--- config.mk ---
export PLATFORM = sky130hd
export DESIGN_NAME = switch_port_scheduler_flat
export DESIGN_NICKNAME = d
export VERILOG_FILES = /design/src/rtl/switch_port_scheduler_pkg.sv /design/src/rtl/switch_port_scheduler_if.sv /design/src/rtl/switch_port_scheduler_rr_alloc.sv /design/src/rtl/switch_port_scheduler.sv /design/src/flat_wrapper.sv
export SDC_FILE = /design/constraint.sdc
export NUM_CORES = 1
export LEC_CHECK = 0
export CORE_MARGIN = 2
export CORE_UTILIZATION = 55
export CTS_CLUSTER_SIZE = 8
export DETAILED_ROUTE_END_ITERATION = 12
export PLACE_DENSITY_LB_ADDON = 0.3
export SLEW_MARGIN = 0
export SYNTH_ARGS = -nofsm -noshare
export SYNTH_HDL_FRONTEND = slang
export SYNTH_HIERARCHICAL = 1
export SYNTH_SLANG_ARGS = --single-unit
--- constraint.sdc ---
create_clock -name clk -period 11.9 [get_ports clk]
set_input_delay 1.19 -clock clk [delete_from_list [all_inputs] [get_ports clk]]
set_output_delay 1.19 -clock clk [all_outputs]
set_load 0.02 [all_outputs]
--- src/rtl/switch_port_scheduler_pkg.sv ---
// Shared types and constants for the 4-port switch scheduler.
package switch_port_scheduler_pkg;

  localparam int NUM_PORTS = 4;
  localparam int SEL_W     = 2;

  typedef logic [NUM_PORTS-1:0] port_vec_t;

  typedef enum logic [1:0] {
    IDLE   = 2'd0,
    WAIT   = 2'd1,
    ACTIVE = 2'd2
  } sched_state_t;

  // Round-robin pointer update: one past the first granted input found
  // when scanning from ptr; unchanged when nothing was granted.
  function automatic logic [SEL_W-1:0] rr_next(input port_vec_t gnt,
                                               input logic [SEL_W-1:0] ptr);
    logic [SEL_W-1:0] idx;
    logic             found;
    rr_next = ptr;
    found   = 1'b0;
    for (int k = 0; k < NUM_PORTS; k++) begin
      idx = ptr + SEL_W'(k);
      if (!found && gnt[idx]) begin
        rr_next = idx + 1'b1;
        found   = 1'b1;
      end
    end
  endfunction

endpackage

--- src/rtl/switch_port_scheduler_if.sv ---
// Request/grant bundle between the switch input ports and the scheduler.
//
// Handshake: req[i] is the valid, grant[i] the one-cycle accept. Once req[i]
// rises, the requester holds req[i] high and target[i] stable until it sees
// grant[i]; the transfer then lasts until eop[i] (or a watchdog timeout).
interface switch_port_scheduler_if;
  import switch_port_scheduler_pkg::*;

  logic [NUM_PORTS-1:0]           req;
  logic [NUM_PORTS*NUM_PORTS-1:0] target;
  logic [NUM_PORTS-1:0]           eop;
  logic [NUM_PORTS-1:0]           suspend;
  logic [NUM_PORTS-1:0]           grant;
  logic [NUM_PORTS-1:0]           active;
  logic [NUM_PORTS-1:0]           out_busy;
  logic [NUM_PORTS*SEL_W-1:0]     out_sel;
  logic [NUM_PORTS-1:0]           err_target;
  logic [NUM_PORTS-1:0]           timeout;
  // Debug view: per-input FSM state (2 bits each) and round-robin pointer.
  logic [2*NUM_PORTS-1:0]         dbg_state;
  logic [SEL_W-1:0]               dbg_rr_ptr;

  modport master (
    output req, target, eop, suspend,
    input  grant, active, out_busy, out_sel, err_target, timeout,
    input  dbg_state, dbg_rr_ptr
  );

  modport slave (
    input  req, target, eop, suspend,
    output grant, active, out_busy, out_sel, err_target, timeout,
    output dbg_state, dbg_rr_ptr
  );

endinterface

--- src/rtl/switch_port_scheduler_rr_alloc.sv ---
// Combinational round-robin allocator: grants every waiting input whose
// whole target set is free and not already claimed earlier in the scan.
module switch_rr_alloc
  import switch_port_scheduler_pkg::*;
(
  input  port_vec_t        wait_vec,
  input  port_vec_t        targets [NUM_PORTS],
  input  port_vec_t        free_vec,
  input  logic [SEL_W-1:0] rr_ptr,
  output port_vec_t        grant_vec,
  output port_vec_t        claimed_vec
);

  logic [SEL_W-1:0] idx;
  port_vec_t        tgt;

  // Scan from rr_ptr; a claim is all-or-nothing across the target set.
  always_comb begin
    grant_vec   = '0;
    claimed_vec = '0;
    idx         = '0;
    tgt         = '0;
    for (int k = 0; k < NUM_PORTS; k++) begin
      idx = rr_ptr + SEL_W'(k);
      tgt = targets[idx];
      if (wait_vec[idx] && (tgt != '0) &&
          ((tgt & ~free_vec) == '0) && ((tgt & claimed_vec) == '0)) begin
        grant_vec[idx] = 1'b1;
        claimed_vec    = claimed_vec | tgt;
      end
    end
  end

endmodule

--- src/rtl/switch_port_scheduler.sv ---
// Central scheduler: per-input request FSMs, output ownership, round-robin
// pointer and per-input stuck-packet watchdogs.
module switch_port_scheduler
  import switch_port_scheduler_pkg::*;
#(
  parameter int TIMEOUT = 256,
  parameter int TO_W    = 9
) (
  input logic               clk,
  input logic               reset,
  switch_port_scheduler_if.slave sif
);

  localparam bit              WD_EN   = (TIMEOUT > 0);
  localparam logic [TO_W-1:0] TO_LAST = TO_W'(TIMEOUT - 1);

  sched_state_t     state_q [NUM_PORTS];
  sched_state_t     state_d [NUM_PORTS];
  logic [SEL_W-1:0] out_sel_q [NUM_PORTS];
  logic [SEL_W-1:0] out_sel_d [NUM_PORTS];
  logic [TO_W-1:0]  wd_q [NUM_PORTS];
  logic [TO_W-1:0]  wd_d [NUM_PORTS];
  port_vec_t        out_busy_q, out_busy_d;
  port_vec_t        grant_q, grant_d;
  port_vec_t        timeout_q, timeout_d;
  port_vec_t        err_q, err_d;
  logic [SEL_W-1:0] rr_ptr_q, rr_ptr_d;

  port_vec_t tgt_a [NUM_PORTS];
  port_vec_t wait_vec, free_vec, alloc_grant, alloc_claimed, release_vec;

  // Unpack targets and form allocator inputs from registered state.
  always_comb begin
    wait_vec = '0;
    for (int i = 0; i < NUM_PORTS; i++) begin
      tgt_a[i]    = sif.target[i*NUM_PORTS +: NUM_PORTS];
      wait_vec[i] = (state_q[i] == WAIT) && sif.req[i];
    end
    free_vec = ~out_busy_q & ~sif.suspend;
  end

  switch_rr_alloc u_alloc (
    .wait_vec    (wait_vec),
    .targets     (tgt_a),
    .free_vec    (free_vec),
    .rr_ptr      (rr_ptr_q),
    .grant_vec   (alloc_grant),
    .claimed_vec (alloc_claimed)
  );

  // Next state: FSM transitions, watchdog, release then claim of outputs.
  always_comb begin
    state_d     = state_q;
    out_sel_d   = out_sel_q;
    wd_d        = wd_q;
    out_busy_d  = out_busy_q;
    timeout_d   = '0;
    err_d       = '0;
    release_vec = '0;
    grant_d     = alloc_grant;
    rr_ptr_d    = rr_next(alloc_grant, rr_ptr_q);

    for (int i = 0; i < NUM_PORTS; i++) begin
      err_d[i] = sif.req[i] && (tgt_a[i] == '0);
      unique case (state_q[i])
        IDLE: begin
          if (sif.req[i] && (tgt_a[i] != '0)) state_d[i] = WAIT;
        end
        WAIT: begin
          if (alloc_grant[i]) begin
            state_d[i] = ACTIVE;
            wd_d[i]    = '0;
          end else if (!sif.req[i]) begin
            state_d[i] = IDLE;
          end
        end
        ACTIVE: begin
          // eop wins over a coinciding expiry, so no timeout pulse then.
          if (sif.eop[i]) begin
            release_vec[i] = 1'b1;
            state_d[i]     = IDLE;
          end else if (WD_EN && (wd_q[i] == TO_LAST)) begin
            release_vec[i] = 1'b1;
            timeout_d[i]   = 1'b1;
            state_d[i]     = IDLE;
          end else begin
            wd_d[i] = wd_q[i] + 1'b1;
          end
        end
        default: state_d[i] = IDLE;
      endcase
    end

    // Released outputs stay busy in the registered view this edge, so they
    // cannot be re-claimed before the following edge.
    for (int o = 0; o < NUM_PORTS; o++) begin
      if (out_busy_q[o] && release_vec[out_sel_q[o]]) out_busy_d[o] = 1'b0;
      if (alloc_claimed[o]) out_busy_d[o] = 1'b1;
      for (int i = 0; i < NUM_PORTS; i++) begin
        if (alloc_grant[i] && tgt_a[i][o]) out_sel_d[o] = SEL_W'(i);
      end
    end
  end

  // State registers with asynchronous reset.
  always_ff @(posedge clk or posedge reset) begin
    if (reset) begin
      for (int i = 0; i < NUM_PORTS; i++) begin
        state_q[i]   <= IDLE;
        out_sel_q[i] <= '0;
        wd_q[i]      <= '0;
      end
      out_busy_q <= '0;
      grant_q    <= '0;
      timeout_q  <= '0;
      err_q      <= '0;
      rr_ptr_q   <= '0;
    end else begin
      for (int i = 0; i < NUM_PORTS; i++) begin
        state_q[i]   <= state_d[i];
        out_sel_q[i] <= out_sel_d[i];
        wd_q[i]      <= wd_d[i];
      end
      out_busy_q <= out_busy_d;
      grant_q    <= grant_d;
      timeout_q  <= timeout_d;
      err_q      <= err_d;
      rr_ptr_q   <= rr_ptr_d;
    end
  end

  // Drive the interface outputs from registered state.
  always_comb begin
    sif.active    = '0;
    sif.out_sel   = '0;
    sif.dbg_state = '0;
    for (int o = 0; o < NUM_PORTS; o++) begin
      sif.active[o]                 = (state_q[o] == ACTIVE);
      sif.out_sel[o*SEL_W +: SEL_W] = out_sel_q[o];
      sif.dbg_state[o*2 +: 2]       = state_q[o];
    end
    sif.grant      = grant_q;
    sif.out_busy   = out_busy_q;
    sif.err_target = err_q;
    sif.timeout    = timeout_q;
    sif.dbg_rr_ptr = rr_ptr_q;
  end

endmodule

--- src/flat_wrapper.sv ---
// flat-port wrapper written by rule: the top's interface ports become plain ports
module switch_port_scheduler_flat import switch_port_scheduler_pkg::*;
#(
  parameter int TIMEOUT = 256,
  parameter int TO_W    = 9
)
  (clk, reset, sif_req, sif_target, sif_eop, sif_suspend, sif_grant, sif_active, sif_out_busy, sif_out_sel, sif_err_target, sif_timeout, sif_dbg_state, sif_dbg_rr_ptr);
  switch_port_scheduler_if sif_i ();
  input logic clk;
  input logic reset;
  input wire logic [$bits(sif_i.req)-1:0] sif_req;
  input wire logic [$bits(sif_i.target)-1:0] sif_target;
  input wire logic [$bits(sif_i.eop)-1:0] sif_eop;
  input wire logic [$bits(sif_i.suspend)-1:0] sif_suspend;
  output wire logic [$bits(sif_i.grant)-1:0] sif_grant;
  output wire logic [$bits(sif_i.active)-1:0] sif_active;
  output wire logic [$bits(sif_i.out_busy)-1:0] sif_out_busy;
  output wire logic [$bits(sif_i.out_sel)-1:0] sif_out_sel;
  output wire logic [$bits(sif_i.err_target)-1:0] sif_err_target;
  output wire logic [$bits(sif_i.timeout)-1:0] sif_timeout;
  output wire logic [$bits(sif_i.dbg_state)-1:0] sif_dbg_state;
  output wire logic [$bits(sif_i.dbg_rr_ptr)-1:0] sif_dbg_rr_ptr;
  assign sif_i.req = sif_req;
  assign sif_i.target = sif_target;
  assign sif_i.eop = sif_eop;
  assign sif_i.suspend = sif_suspend;
  assign sif_grant = sif_i.grant;
  assign sif_active = sif_i.active;
  assign sif_out_busy = sif_i.out_busy;
  assign sif_out_sel = sif_i.out_sel;
  assign sif_err_target = sif_i.err_target;
  assign sif_timeout = sif_i.timeout;
  assign sif_dbg_state = sif_i.dbg_state;
  assign sif_dbg_rr_ptr = sif_i.dbg_rr_ptr;
  switch_port_scheduler #(.TIMEOUT(TIMEOUT), .TO_W(TO_W)) u_core (.clk(clk), .reset(reset), .sif(sif_i));
endmodule
==> impl_metrics.py, run 1 <==
metrics = {
    "min_path": {
        "min-delay-path-class": "register to register",
        "holdCritStartpoint": "u_core/wd_q[8]$_DFFE_PP0P_",
        "min_to": "u_core/wd_q[8]$_DFFE_PP0P_",
        "whs_path_depth": 2,
    },
    "power": {
        "ir_worst_vdd_mv": 0.148,
        "p_per_area_mw_per_mm2": 218,
        "power_mw": 1.27,
        "leakage_nw": 2.52,
    },
    "detailed_routing": {
        "drc": 0,
        "vias": 4496,
        "firstDrtPassIters": 5,
        "wl_per_cell_um": 19.6,
        "ant_nets": 0,
        "vias_per_cell": 6.53,
        "drt_wl_total_um": 13500,
        "drt_iter0_markers": 495,
    },
    "logic_synthesis": {
        "yosysMostFrequentCell": "dfrtp_1",
        "synth_top_cell_by_area": "dfrtp_1",
        "syn_area_mm2": 0.00489,
        "ys_ff_latch": 70,
        "synthesis.instances": 515,
        "avgSynthCellArea_um2": 9.50,
        "synth_ff_type": "dfrtp_1",
        "synthTopCellsByArea": "dfrtp_1 (36%), mux4_2 (5.5%), nor2_1 (4.1%), nand2_1 (3.3%), inv_1 (3.1%)",
        "ys_types": 74,
        "synth_nets": 557,
        "synth_commonest_cells": "dfrtp_1 (70), nor2_1 (54), nand2_1 (43)",
        "synth_top_family_by_area": "simple AND/OR/NAND/NOR gates",
        "yosys_warnings": 6,
        "synth_top_area_share_pct": 35.8,
        "synthSimpleGateAreaFrac_pct": 21.8,
        "synth_compound_area_share_pct": 17.6,
        "synth-edff-count": 0,
        "synth_xor_xnor_area_share_pct": 3.58,
        "yosys-mux-area-fraction_pct": 12.6,
        "synth_fa_ha_area_share_pct": 3.07,
        "ys_seq_area_share_pct": 35.8,
        "async_flop_share_pct": 100,
    },
    "clock_tree": {
        "cts_htree_levels": 3,
        "tritoncts": "built",
        "cts_setup_buffers": 0,
        "ctsHoldBuffers": 0,
        "clock-root-buffer": "clkbuf_8",
        "cts.sinks": 70,
        "clk_pin_slew_ps": 80,
        "numCtsBuffers": 9,
        "clock_latency_ps": 340,
        "clockBufferDepth": 2,
        "ctsResizeCount": 0,
    },
    "worst_setup_path": {
        "rr_worst_depth": 13,
        "r2r_slack_ps": 5820,
        "crit_path_max_fanout": 40,
        "required_ps": 12160,
        "arrival_ps": 6340,
        "critPathKind": "register to register",
        "cp-end-kind": "register",
        "worstReg2RegStart": "u_core/sif.dbg_rr_ptr[0]$_DFFE_PP0P_",
        "critPathLaunchType": "register",
        "timing.rr.end": "u_core/wd_q[21]$_DFFE_PP0P_",
    },
    "die": {
        "die_area_mm2": 0.00966,
        "fp.dieH_um": 98.3,
        "start_util_pct": 56.4,
        "die_w_um": 98.3,
        "rows": 34,
        "io_pins": 68,
        "core_area_mm2": 0.00868,
    },
    "layout": {
        "fin_util_pct": 67.4,
        "area_growth_pct": 19.6,
        "diodes": 0,
        "stdcell_area_mm2": 0.00585,
        "drive_above_1_share_pct": 10.3,
        "nets": 619,
        "fill_cells": 696,
        "fin_cells": 689,
    },
    "sta": {
        "setup_viol": 0,
        "setup_ws_ps": 5820,
        "rsz0062_at_grt": "false",
        "drv_slew": 0,
        "setup_tns_ps": 0,
        "slew_headroom_pct": 41.6,
        "max_slew.worst_pin.slew_ps": 876,
        "hold_ws_ps": 482,
        "fmax_mhz": 165,
        "timing.final.crit_share_pct": 51.1,
        "finalClockSkew_ps": 10.1,
        "hold_viol": 0,
        "finalCriticalPeriod_ps": 6080,
    },
    "global_route": {
        "grt.overflow.total": 0,
        "antenna_found_initial": 0,
        "grt_max_degree": 71,
        "grt_pass1_wl_um": 22100,
        "grt_pass1_vias": 4303,
        "track_usage_pct": 28.7,
    },
    "placed_design": {
        "port_buffers": 67,
        "gp_congestion": 0.961,
        "place_area_mm2": 0.00561,
        "dp_cells": 674,
        "hpwlAfterDp_um": 9910,
        "post-place-ws_ps": 5850,
    },
    "run_status": {
        "status": "completed",
    },
    "run": {
        "cap_viol_max_count": 0,
    },
}
## area by class of cell
cell class                 instances  area (µm²)  area share, %
inverter                          41         154           2.63
clock buffer                      10         138           2.35
clock inverter                     5         106           1.82
multi-input combinational        384        2870           49.0
sequential                        70        1750           29.9
timing repair buffer              71         701           12.0
tap                              108         135           2.31
## metal layers
layer / track usage (%) / share of wire (%) / routed length (µm)
met5: 0 / 0 / 0
met4: 8.64 / 2.1 / 280
met3: 5.23 / 8.2 / 1110
met2: 43.6 / 45 / 6100
met1: 42.3 / 45 / 6020
## registers in the layout, indices dropped and copies added, names as in the netlist
| name | flops |
|---|---|
| u_core/wd_q | 36 |
| u_core/sif.dbg_rr_ptr | 2 |
| u_core/sif.grant | 4 |
| u_core/sif.timeout | 4 |
| u_core/sif.out_sel | 8 |
| u_core/sif.out_busy | 4 |
| u_core/sif.dbg_state | 8 |
| u_core/sif.err_target | 4 |
## power breakdown
| part | leakage (nW) | switching, mW | total (mW) | internal (mW) |
|---|---|---|---|---|
| clock | 0.119 | 0.0898 | 0.234 | 0.145 |
| sequential | 0.931 | 0.0508 | 0.335 | 0.284 |
| combinational | 1.47 | 0.409 | 0.705 | 0.296 |
## worst max-delay path by stage
stage	to	cells after the start	start	slack [ps]
CTS	u_core/wd_q[35]$_DFFE_PP0P_	13	u_core/sif.dbg_rr_ptr[0]$_DFFE_PP0P_	5950
global placement	u_core/wd_q[22]$_DFFE_PP0P_	12	sif_target[9]	6050
floorplan	u_core/wd_q[22]$_DFFE_PP0P_	20	u_core/sif.dbg_rr_ptr[1]$_DFFE_PP0P_	7000
global route	u_core/wd_q[35]$_DFFE_PP0P_	13	u_core/sif.dbg_rr_ptr[0]$_DFFE_PP0P_	5450
finish	u_core/wd_q[21]$_DFFE_PP0P_	13	u_core/sif.dbg_rr_ptr[0]$_DFFE_PP0P_	5820
detailed placement	u_core/wd_q[35]$_DFFE_PP0P_	14	sif_req[3]	5850
## placed cells by master (no fill, tap or decap), types with 9 or more instances in the layout
cell             Yosys  layout
mux2_2              11      11
o21ai_0             18      18
ha_1                12      12
nand3_1             26      26
mux4_2              12      12
dfrtp_1             70      70
nor2_1              54      54
nor3_1              14      14
inv_1               41      40
clkdlybuf4s50_1      0      67
a211oi_1            13      13
nand2_1             43      43
xnor2_1             10      10
xor2_1              10      10
a21oi_1             13      13
a22oi_1             10      10
mux2i_1              9       9
clkbuf_8             0      10
## cells by family (layout without fill, tap and decap cells)
logic type	Yosys count	in the layout
flip-flops	70	70
multiplexers	37	37
AND/OR/NAND/NOR	201	201
adder cells (fa/ha/maj)	12	12
XOR/XNOR	20	20
buffers and inverters	61	127
AO/OA/AOI/OAI	114	114
## worst max-delay path, cell delays in order (launching register included)
cell and delay [ps]:
dfrtp_1 330, buf_4 400, inv_1 250, ha_1 820
mux4_1 780, a222oi_1 750, a221oi_4 140, nor4_2 700
a222oi_1 230, o21ai_1 520, nand3b_1 280, and2_4 270
or3_1 340, a21oi_1 140
(Power assumes the default switching activity.)
==> run 2: changes to the inputs <==
--- a/config.mk
+++ b/config.mk
@@ -6,7 +6,7 @@
 export NUM_CORES = 1
 export LEC_CHECK = 0
 export CORE_MARGIN = 2
-export CORE_UTILIZATION = 55
+export CORE_UTILIZATION = 50
 export CTS_CLUSTER_SIZE = 8
 export DETAILED_ROUTE_END_ITERATION = 12
 export PLACE_DENSITY_LB_ADDON = 0.3
==> constraint.sdc (replaced) <==
create_clock -name clk -period 5.15 [get_ports clk]
set_input_delay 0.515 -clock clk [delete_from_list [all_inputs] [get_ports clk]]
set_output_delay 0.515 -clock clk [all_outputs]
set_load 0.02 [all_outputs]
==> run 2 against run 1 <==
Effect of this change:
- register-to-register slack lost 5500 ps
- clock-buffer cell count is the same
- flip-flop and latch count is the same
- global-route usage shrank 2.4 points
- non-clock buffer count grew 8
- combinational power grew 130%
==> impl_metrics.py, run 2 (same netlist as run 1, synthesis figures left out) <==
metrics = {
    "detailed_routing": {
        "vias_per_cell": 6.22,
        "drt_iter0_markers": 473,
        "vias": 4485,
        "firstDrtPassIters": 5,
        "drc": 0,
        "ant_nets": 0,
        "drt_wl_total_um": 13500,
        "wl_per_cell_um": 18.7,
    },
    "sta": {
        "rsz0062_at_grt": "false",
        "setup_tns_ps": 0,
        "timing.final.crit_share_pct": 93.9,
        "hold_viol": 0,
        "fmax_mhz": 207,
        "finalClockSkew_ps": 12.5,
        "slew_headroom_pct": 42.1,
        "setup_viol": 0,
        "drv_slew": 0,
        "finalCriticalPeriod_ps": 4840,
        "max_slew.worst_pin.slew_ps": 869,
    },
    "layout": {
        "largest_reg_flops": 36,
        "area_growth_pct": 19.6,
        "stdcell_area_mm2": 0.00585,
        "fill_cells": 856,
        "final_common_cell": "dfrtp_1",
        "nets": 627,
        "diodes": 0,
        "fin_cells": 721,
        "drive_above_1_share_pct": 11.2,
        "top_register": "u_core/wd_q",
        "layout_common_cells": "dfrtp_1 (70), clkdlybuf4s50_1 (67), nor2_1 (54)",
    },
    "die": {
        "io_pins": 68,
        "core_area_mm2": 0.00964,
        "start_util_pct": 50.8,
        "die_w_um": 103,
        "die_area_mm2": 0.0106,
        "rows": 36,
        "fp.dieH_um": 103,
    },
    "min_path": {
        "min-delay-path-class": "register to register",
        "min_to": "u_core/wd_q[14]$_DFFE_PP0P_",
        "whs_path_depth": 1,
        "holdCritStartpoint": "u_core/wd_q[14]$_DFFE_PP0P_",
    },
    "placed_design": {
        "port_buffers": 67,
        "gp_congestion": 0.946,
        "place_area_mm2": 0.00570,
        "hpwlAfterDp_um": 9840,
        "dp_cells": 707,
    },
    "clock_tree": {
        "clk_pin_slew_ps": 70,
        "ctsResizeCount": 0,
        "tritoncts": "built",
        "numCtsBuffers": 9,
        "cts_setup_buffers": 0,
        "ctsHoldBuffers": 0,
        "clock-root-buffer": "clkbuf_8",
        "clockBufferDepth": 2,
        "clock_latency_ps": 350,
        "cts_htree_levels": 3,
        "cts.sinks": 70,
    },
    "worst_setup_path": {
        "r2r_slack_ps": 310,
        "critPathLaunchType": "register",
        "crit_chain": "inv_1 > ha_1 > mux4_1 > a222oi_1 > o221ai_2 > a211oi_2 > o22ai_1 > or3_4 > o21ai_1 > and3b_1 > nor2_1 > or3_1 > o21ai_0",
        "crit_path_max_fanout": 14,
        "arrival_ps": 5110,
        "cp-end-kind": "register",
        "rr_worst_depth": 13,
        "cp_slowest_stage_delay_ps": 740,
        "required_ps": 5420,
        "worstReg2RegStart": "u_core/sif.dbg_rr_ptr[0]$_DFFE_PP0P_",
        "critPathKind": "register to register",
        "cp_slowest_cell": "mux4_1",
        "timing.rr.end": "u_core/wd_q[35]$_DFFE_PP0P_",
    },
    "global_route": {
        "antenna_found_initial": 0,
        "grt.overflow.total": 0,
        "grt_pass1_wl_um": 21300,
        "grt_pass1_vias": 4124,
        "grt_max_degree": 71,
        "track_usage_pct": 26.3,
    },
    "power": {
        "ir_worst_vdd_mv": 0.218,
        "p_per_area_mw_per_mm2": 478,
        "leakage_nw": 2.52,
    },
    "run_status": {
        "status": "completed",
    },
    "run": {
        "cap_viol_max_count": 0,
    },
}
-- run 2: worst max-delay path: cells and delay by family, from the launching register on --
family,cells,cell delay (ps)
AO/OA/AOI/OAI,6,1440
AND/OR/NAND/NOR,4,1440
multiplexers,1,740
adder cells (fa/ha/maj),1,690
flip-flops,1,340
buffers and inverters,1,90
-- run 2: worst max path at each step --
stage | startpoint | to | slack [ps] | cells past startpoint
floorplan | u_core/sif.dbg_rr_ptr[1]$_DFFE_PP0P_ | u_core/wd_q[22]$_DFFE_PP0P_ | 250 | 20
global placement | sif_req[2] | u_core/wd_q[35]$_DFFE_PP0P_ | 440 | 15
detailed placement | sif_req[2] | u_core/wd_q[35]$_DFFE_PP0P_ | 330 | 15
CTS | u_core/sif.dbg_rr_ptr[0]$_DFFE_PP0P_ | u_core/wd_q[35]$_DFFE_PP0P_ | 440 | 13
global route | u_core/sif.dbg_rr_ptr[0]$_DFFE_PP0P_ | u_core/wd_q[35]$_DFFE_PP0P_ | 70 | 14
finish | u_core/sif.dbg_rr_ptr[0]$_DFFE_PP0P_ | u_core/wd_q[35]$_DFFE_PP0P_ | 310 | 13
-- run 2: per-layer routing --
layer,up-vias,share of wire (%),routed length (µm),GRT usage (%)
li1,2068,-,-,-
met1,2175,42,5660,36.5
met2,201,46,6180,40.3
met3,41,8.5,1150,5.49
met4,0,3.7,499,11.0
met5,-,0,0,0
-- run 2: where the power goes --
part	internal, mW	leakage, nW	switching [mW]	total, mW
Combinational	0.707	1.52	0.926	1.63
Clock	0.169	0.0780	0.218	0.387
Sequential	0.656	0.931	0.120	0.776
Total	1.53	2.52	1.26	2.80
-- run 2: area by class of cell --
type	instances	area [µm²]	share of cell area (%)
Clock buffer	10	128	2.18
Clock inverter	4	26.3	0.449
Inverter	41	154	2.63
Multi-Input combinational cell	384	2870	49.0
Sequential cell	70	1750	29.9
Tap cell	133	166	2.84
Timing Repair Buffer	79	761	13.0
-- run 2: per-stage QoR --
step                total power, mW  worst slack (ps)  utilization (%)  hold WS [ps]
global route                   2.96              66.7             60.7           517
floorplan                      1.91               250                -           438
global placement               2.36               437             59.1           458
CTS                            2.78               444             60.7           474
finish                         2.80               313             60.7           475
detailed placement             2.39               325             59.1           460
